File: config.mk
export PLATFORM = sky130hd
export DESIGN_NAME = alu_issue_seq
export DESIGN_NICKNAME = d
export VERILOG_FILES = /design/src/rtl/alu_issue_pkg.sv /design/src/rtl/alu_issue_seq_regfile.sv /design/src/rtl/alu_issue_seq.sv
export SDC_FILE = /design/constraint.sdc
export NUM_CORES = 1
export LEC_CHECK = 0
export BUFFER_PORTS_ARGS = -buffer_cell sky130_fd_sc_hd__clkbuf_2
export CAP_MARGIN = 20
export CORE_MARGIN = 1
export CORE_UTILIZATION = 60
export CTS_CLUSTER_DIAMETER = 30
export DETAILED_ROUTE_END_ITERATION = 8
export MAX_ROUTING_LAYER = met4
export PLACE_DENSITY = 0.75
export SLEW_MARGIN = 20
export SYNTH_ARGS = -nofsm -noshare
export SYNTH_HDL_FRONTEND = slang
export SYNTH_SLANG_ARGS = --single-unit
export TNS_END_PERCENT = 10
File: constraint.sdc
create_clock -name clk -period 6.8 [get_ports clk]
set_clock_uncertainty 0.1 [all_clocks]
set_input_delay 1.02 -clock clk [delete_from_list [all_inputs] [get_ports clk]]
set_output_delay 1.02 -clock clk [all_outputs]
set_load 0.01 [all_outputs]
File: src/rtl/alu_issue_pkg.sv
// rtl/alu_issue_pkg.sv - shared constants, FSM encoding and decoder for the ALU issue sequencer
//
// Contents:
//   OP_R / OP_IMM / OP_BR          RISC-V major opcodes handled by the sequencer
//   ALUOP_ADD / ALUOP_SUB / ALUOP_FUNC  aluop encodings driven to the ALU control
//   state_t                        sequencer FSM states (IDLE, EXEC, RESP)
//   dec_t / decode()               per-instruction control decoded at accept time

package alu_issue_pkg;

  localparam int REG_AW = 5;

  localparam logic [6:0] OP_R   = 7'b0110011;
  localparam logic [6:0] OP_IMM = 7'b0010011;
  localparam logic [6:0] OP_BR  = 7'b1100011;

  localparam logic [1:0] ALUOP_ADD  = 2'b00;
  localparam logic [1:0] ALUOP_SUB  = 2'b01;
  localparam logic [1:0] ALUOP_FUNC = 2'b10;

  typedef enum logic [1:0] {
    IDLE = 2'd0,
    EXEC = 2'd1,
    RESP = 2'd2
  } state_t;

  // Control bits needed after accept; everything else comes from the ALU.
  typedef struct packed {
    logic [1:0] aluop;
    logic [9:0] func;
    logic       use_imm;
    logic       wen;
    logic       br;
    logic       err;
  } dec_t;

  // Illegal opcodes still produce a defined ALU drive (add of rs1/rs2);
  // the result is discarded by the err path.
  function automatic dec_t decode(input logic [31:0] instr);
    dec_t d;
    d = '0;
    case (instr[6:0])
      OP_R: begin
        d.aluop = ALUOP_FUNC;
        d.func  = {instr[31:25], instr[14:12]};
        d.wen   = 1'b1;
      end
      OP_IMM: begin
        d.aluop   = ALUOP_ADD;
        d.use_imm = 1'b1;
        d.wen     = 1'b1;
      end
      OP_BR: begin
        d.aluop = ALUOP_SUB;
        d.br    = 1'b1;
      end
      default: begin
        d.err = 1'b1;
      end
    endcase
    return d;
  endfunction

endpackage

File: src/rtl/alu_issue_seq_regfile.sv
// rtl/alu_issue_seq_regfile.sv - NREGS x XLEN register file with x0 hardwired to zero
//
// Ports:
//   clk, reset        rising-edge clock, synchronous active-high clear of all entries
//   ra1/rd1, ra2/rd2  combinational operand read ports
//   dbg_addr/dbg_data combinational debug read port
//   we, wa, wd        synchronous write port; writes to x0 are dropped

module alu_regfile
  import alu_issue_pkg::*;
#(
  parameter int XLEN  = 8,
  parameter int NREGS = 32
) (
  input  logic                clk,
  input  logic                reset,
  input  logic [REG_AW-1:0]   ra1,
  output logic [XLEN-1:0]     rd1,
  input  logic [REG_AW-1:0]   ra2,
  output logic [XLEN-1:0]     rd2,
  input  logic [REG_AW-1:0]   dbg_addr,
  output logic [XLEN-1:0]     dbg_data,
  input  logic                we,
  input  logic [REG_AW-1:0]   wa,
  input  logic [XLEN-1:0]     wd
);

  logic [XLEN-1:0] regs [NREGS];

  always_ff @(posedge clk) begin
    if (reset) begin
      for (int i = 0; i < NREGS; i++) begin
        regs[i] <= '0;
      end
    end else if (we && (wa != '0)) begin
      regs[wa] <= wd;
    end
  end

  // x0 is forced on the read side too, so its storage never matters.
  assign rd1      = (ra1 == '0)      ? '0 : regs[ra1];
  assign rd2      = (ra2 == '0)      ? '0 : regs[ra2];
  assign dbg_data = (dbg_addr == '0) ? '0 : regs[dbg_addr];

endmodule

File: src/rtl/alu_issue_seq.sv
// rtl/alu_issue_seq.sv - three-state instruction issue sequencer driving an external 8-bit ALU
//
// Ports:
//   clk, reset                       rising-edge clock, synchronous active-high reset
//   in_valid/in_ready/in_instr       32-bit RISC-V instruction handshake
//   alu_aluop/alu_funcCode/alu_a/b   registered drive to the ALU top
//   alu_result/zero/carryout/overflow combinational ALU response
//   out_valid/out_ready              per-instruction response handshake
//   out_rd/result/zero/carry/ovf/taken/err  captured response fields
//   dbg_addr/dbg_data                combinational register-file debug read

module alu_issue_seq
  import alu_issue_pkg::*;
#(
  parameter int XLEN  = 8,
  parameter int NREGS = 32
) (
  input  logic                clk,
  input  logic                reset,
  input  logic                in_valid,
  output logic                in_ready,
  input  logic [31:0]         in_instr,
  output logic [1:0]          alu_aluop,
  output logic [9:0]          alu_funcCode,
  output logic [XLEN-1:0]     alu_a,
  output logic [XLEN-1:0]     alu_b,
  input  logic [XLEN-1:0]     alu_result,
  input  logic                alu_zero,
  input  logic                alu_carryout,
  input  logic                alu_overflow,
  output logic                out_valid,
  input  logic                out_ready,
  output logic [REG_AW-1:0]   out_rd,
  output logic [XLEN-1:0]     out_result,
  output logic                out_zero,
  output logic                out_carry,
  output logic                out_ovf,
  output logic                out_taken,
  output logic                out_err,
  input  logic [REG_AW-1:0]   dbg_addr,
  output logic [XLEN-1:0]     dbg_data
);

  state_t            state;
  dec_t              dec;
  logic [XLEN-1:0]   rf_rd1;
  logic [XLEN-1:0]   rf_rd2;
  logic              rf_we;
  logic [REG_AW-1:0] rd_q;
  logic              wen_q;
  logic              br_q;
  logic              err_q;

  assign dec = decode(in_instr);

  // in_ready is gated by reset directly so nothing can be accepted on the
  // reset edge itself.
  assign in_ready = (state == IDLE) & ~reset;

  // The write lands on the EXEC edge, so the next instruction (accepted no
  // earlier than two edges later) reads the new value without forwarding.
  assign rf_we = (state == EXEC) & wen_q;

  alu_regfile #(
    .XLEN  (XLEN),
    .NREGS (NREGS)
  ) u_regfile (
    .clk      (clk),
    .reset    (reset),
    .ra1      (in_instr[19:15]),
    .rd1      (rf_rd1),
    .ra2      (in_instr[24:20]),
    .rd2      (rf_rd2),
    .dbg_addr (dbg_addr),
    .dbg_data (dbg_data),
    .we       (rf_we),
    .wa       (rd_q),
    .wd       (alu_result)
  );

  always_ff @(posedge clk) begin
    if (reset) begin
      state        <= IDLE;
      alu_aluop    <= '0;
      alu_funcCode <= '0;
      alu_a        <= '0;
      alu_b        <= '0;
      rd_q         <= '0;
      wen_q        <= 1'b0;
      br_q         <= 1'b0;
      err_q        <= 1'b0;
      out_valid    <= 1'b0;
      out_rd       <= '0;
      out_result   <= '0;
      out_zero     <= 1'b0;
      out_carry    <= 1'b0;
      out_ovf      <= 1'b0;
      out_taken    <= 1'b0;
      out_err      <= 1'b0;
    end else begin
      case (state)
        IDLE: begin
          if (in_valid) begin
            // Operands are sampled here and held on the ALU ports until
            // the next accept.
            alu_aluop    <= dec.aluop;
            alu_funcCode <= dec.func;
            alu_a        <= rf_rd1;
            alu_b        <= dec.use_imm ? in_instr[20 +: XLEN] : rf_rd2;
            rd_q         <= in_instr[11:7];
            wen_q        <= dec.wen;
            br_q         <= dec.br;
            err_q        <= dec.err;
            state        <= EXEC;
          end
        end
        EXEC: begin
          out_rd     <= wen_q ? rd_q : '0;
          out_result <= err_q ? '0 : alu_result;
          out_zero   <= ~err_q & alu_zero;
          out_carry  <= ~err_q & alu_carryout;
          out_ovf    <= ~err_q & alu_overflow;
          out_taken  <= br_q & alu_zero;
          out_err    <= err_q;
          out_valid  <= 1'b1;
          state      <= RESP;
        end
        RESP: begin
          if (out_ready) begin
            out_valid <= 1'b0;
            state     <= IDLE;
          end
        end
        default: begin
          out_valid <= 1'b0;
          state     <= IDLE;
        end
      endcase
    end
  end

endmodule

==> results.txt <==
----------------------------------------------------
[Status]
  Run status ... finished, final reports clean

[Power and ir drop]
  Total power divided by cell area ... about 270 nW/µm²
  Static leakage ... 7.627 nW
  Max IR drop VDD ... around 0.00022 V
  Overall power of the completed layout ... 5.520 mW

[Global routing]
  Wire length of the first global-routing pass ... 82.26 mm
  Largest net degree at the start of global routing ... 53
  Initial antenna violation count ... 2
  Number of global-route vias before repair ... 12.39k
  Residual overflow from global routing ... 0
  Global-route usage over all layers ... 38.20%

[Floorplan]
  Core area ... around 30000 µm²
  Overall die width ... 175.6 µm
  Die outline height ... 175.6 µm
  Initial Utilization ... 60.98%
  Num ports ... 108
  Cell Rows ... 63
  Die Footprint ... 30820 µm²

[Placement]
  Port-buffer cells ... 107
  Placed wire-length estimate after detailed placement ... approximately 40 mm
  DP Area ... 18710 µm²
  Global placement routability congestion ... 0.9699
  Setup slack at placement ... around 2.1 ns
  Placed insts ... 1727

[Clocking]
  Clock tree from TritonCTS ... done
  Worst-skew pair later-pin latency ... around 0.58 ns
  CTS Hold Bufs ... 0
  Number of gates given a new drive strength after cts ... 0
  Total number of clock tree sinks ... 313
  Maximum buffer depth of the clock tree ... 3
  Clk root buf ... clkbuf_16
  Number of buffers created by CTS ... 56
  Clock transition time at the flip-flop clock pins of the worst setup and hold paths ... 0.05 ns
  Post-CTS Setup Bufs ... 0
  Maximum level of the CTS H-tree ... 2

[Timing]
  Post-Route Hold Slack ... 0.3482 ns
  Worst-margin pin slew ... 0.9955 ns
  F_max ... 212.4 MHz
  RSZ-0062 raised after global routing ... false
  Final worst setup slack ... about 2.1 ns
  Fin crit period ... about 4.7 ns
  Total of endpoints with negative setup slack in the final report ... 0
  Final-report max-slew violation count ... 0
  Hold Fails Final Rpt ... 0
  Worst slew margin ... 33.63%
  Setup TNS ... 0 ns
  Share of the clock period used by the worst path after layout ... 69.24%

[Final layout]
  Non-Filler Instances ... 1835
  Final-stage net count ... roughly 1.4k
  Cell area after layout ... 20590 µm²
  Fraction of layout instances using a drive strength above 1 ... about a third
  Core occupancy in the finished layout ... between 60% and 70%
  Fill cells ... 2052
  Synth-to-layout area growth ... 13.93%

[Detailed routing]
  Via count ... approximately 13k
  Routed Wire Length ... 56.01 mm
  Final routed DRC violation total ... 0
  Pre-Repair DR Iteration Count ... 5
  Remaining number of nets flagged by the antenna check after routing ... 0
  Detail-routed via count per cell ... 7.069
  Mean routed wirelength per cell ... 30.53 µm
  Drt initial violations ... 1751

[Yosys]
  Post-synth design cell area ... between 15000 and 20000 µm²
  Number of enable-type register cells in the synthesized netlist ... 256
  Distinct cells, synth ... 56
  Top_reg_cell synth ... edfxtp_1
  Xor/xnor cell area share of the yosys netlist ... 0%
  Mux contribution to synthesized area ... 26.73%
  Mean area per synthesized cell ... 13.66 µm²
  Combinational family with the most area after synthesis ... multiplexers
  Area share of and/or/nand/nor cells after synthesis ... 15.83%
  Compound-gate portion of the synthesized area ... 5.324%
  #FFs+latches synth ... between 300 and 400
  Share of synthesized flip-flops with an asynchronous set or reset ... 0%
  Number of synthesis warnings ... 0
  Number of cells produced by synthesis ... 1323
  Portion of the post-synthesis area used by sequential elements ... about half
  Adder-Cell Fraction of Synth Area ... 0%

[Worst hold path]
  Type of the worst min-delay path ... register to register

[Setup path]
  Critical path arrival ... 3.59 ns
  Type of the worst setup path ... input pin to output pin
  Cells on worst reg2reg path ... 4
  Crit-path max FO ... 52
  R2r setup slk ... 3.45 ns
  Crit. End Element ... output pin
  RR Endpoint ... u_regfile.regs[12][1]
  CP Launch Type ... input pin
  Reg-to-reg startpoint ... rd_q[3]
  Critical Path Sink ... dbg_data[7]
  Launching instance or port of the critical path ... dbg_addr[0]
  Worst Path Required ... ~5.7 ns

[Flow run]
  Number of max-cap violations ... 0

----------------------------------------------------
## worst min path at each step
stage	startpoint	endpoint	slack, ns	cells past startpoint
6_report	out_taken	out_taken	0.35	2
4_1_cts	out_taken	out_taken	0.35	2
5_1_grt	out_taken	out_taken	0.36	2
3_5_place_dp	out_taken	out_taken	0.34	2
3_3_place_gp	wen_q	wen_q	0.34	2
2_1_floorplan	wen_q	wen_q	0.33	2
## power by group
| group | switching, mW | internal, mW | total, mW |
|---|---|---|---|
| combinational | 0.312 | 0.249 | 0.560 |
| sequential | 0.0923 | 2.14 | 2.24 |
| clock | 1.03 | 1.70 | 2.72 |
| total | 1.43 | 4.09 | 5.52 |
## Yosys cell counts (3+ instances only)
| cell | n | area share (%) |
|---|---|---|
| and2_1 | 250 | 8.7 |
| mux2i_1 | 39 | 2.2 |
| a22oi_1 | 25 | 1.0 |
| clkbuf_1 | 71 | 1.5 |
| mux4_1 | 4 | 0.58 |
| nand3_1 | 20 | 0.55 |
| a221o_1 | 3 | 0.17 |
| a22o_1 | 12 | 0.58 |
| buf_2 | 25 | 0.69 |
| inv_1 | 11 | 0.23 |
| a221oi_1 | 8 | 0.39 |
| nand2_1 | 73 | 1.5 |
| edfxtp_1 | 256 | 43 |
| buf_4 | 7 | 0.29 |
| a21oi_1 | 31 | 0.86 |
| dfxtp_1 | 57 | 6.3 |
| mux2_2 | 19 | 1.2 |
| nor3_1 | 4 | 0.11 |
| a211oi_1 | 5 | 0.21 |
| mux4_2 | 183 | 23 |
| nor2_4 | 8 | 0.50 |
| nor3b_1 | 12 | 0.50 |
| a32o_1 | 4 | 0.22 |
| nand3b_1 | 6 | 0.25 |
| o22ai_1 | 6 | 0.21 |
| o21ai_0 | 11 | 0.30 |
| nor2b_1 | 7 | 0.24 |
| nand4_1 | 7 | 0.24 |
| buf_1 | 7 | 0.15 |
| buf_6 | 5 | 0.31 |
| or2_2 | 32 | 1.1 |
| nor2_1 | 67 | 1.4 |
| o221ai_1 | 16 | 0.78 |
## per-layer routing
metal | up-vias | part of all wire (%) | track usage (%)
met5 | - | 0 | -
met4 | 0 | 3.9 | 14.24
met3 | 124 | 13 | 9.264
met2 | 1028 | 45 | 54.46
met1 | 6546 | 38 | 53.51
li1 | 5273 | - | -
## final cells by class
| class | instances | area (µm²) | area share (%) |
|---|---|---|---|
| repair buffers | 123 | 663.1 | 3.221 |
| well taps | 390 | 488.0 | 2.370 |
| clock buffers | 67 | 1515 | 7.359 |
| multi-input cells | 889 | 8691 | 42.21 |
| diodes | 3 | 7.507 | 0.03646 |
| clock inverters | 38 | 352.8 | 1.714 |
| flip-flops and latches | 313 | 8828 | 42.88 |
| inverters | 12 | 45.04 | 0.2188 |
## cells in the final DEF (no fill, tap or decap), types with 11 or more instances in the layout
cell,instances
nor3b_1,12
or2_2,32
inv_1,11
a21oi_1,31
a22o_1,12
o21ai_0,11
buf_4,19
mux2_2,19
nand3_1,20
edfxtp_1,256
mux2i_1,39
o221ai_1,16
inv_6,13
clkbuf_16,58
nor2_1,67
and2_1,250
clkbuf_2,102
nand2_1,73
dfxtp_1,57
a22oi_1,25
mux4_2,183
## kinds of logic (layout without fill, tap and decap cells)
group | count (synthesis) | count (layout)
simple gates | 502 | 502
flops | 313 | 313
other cells | 1 | 11
mux | 245 | 245
compound gates | 134 | 134
buf+inv | 128 | 240
## critical path, cell delays in order
cell,delay [ns]
buf_4,0.71
buf_4,0.34
mux4_2,0.52
mux4_2,0.52
nand2_1,0.10
o21ai_0,0.14
clkbuf_2,0.17
## flip-flops by register name, summed over array words and instances (netlist names)
name,count
alu_a,8
alu_aluop,2
alu_b,8
alu_funcCode,10
br_q,1
err_q,1
out_carry,1
out_err,1
out_ovf,1
out_rd,5
out_result,8
out_taken,1
out_valid,1
out_zero,1
rd_q,5
state,2
u_regfile.regs,256
wen_q,1
Power figures use the tool's default switching activity.
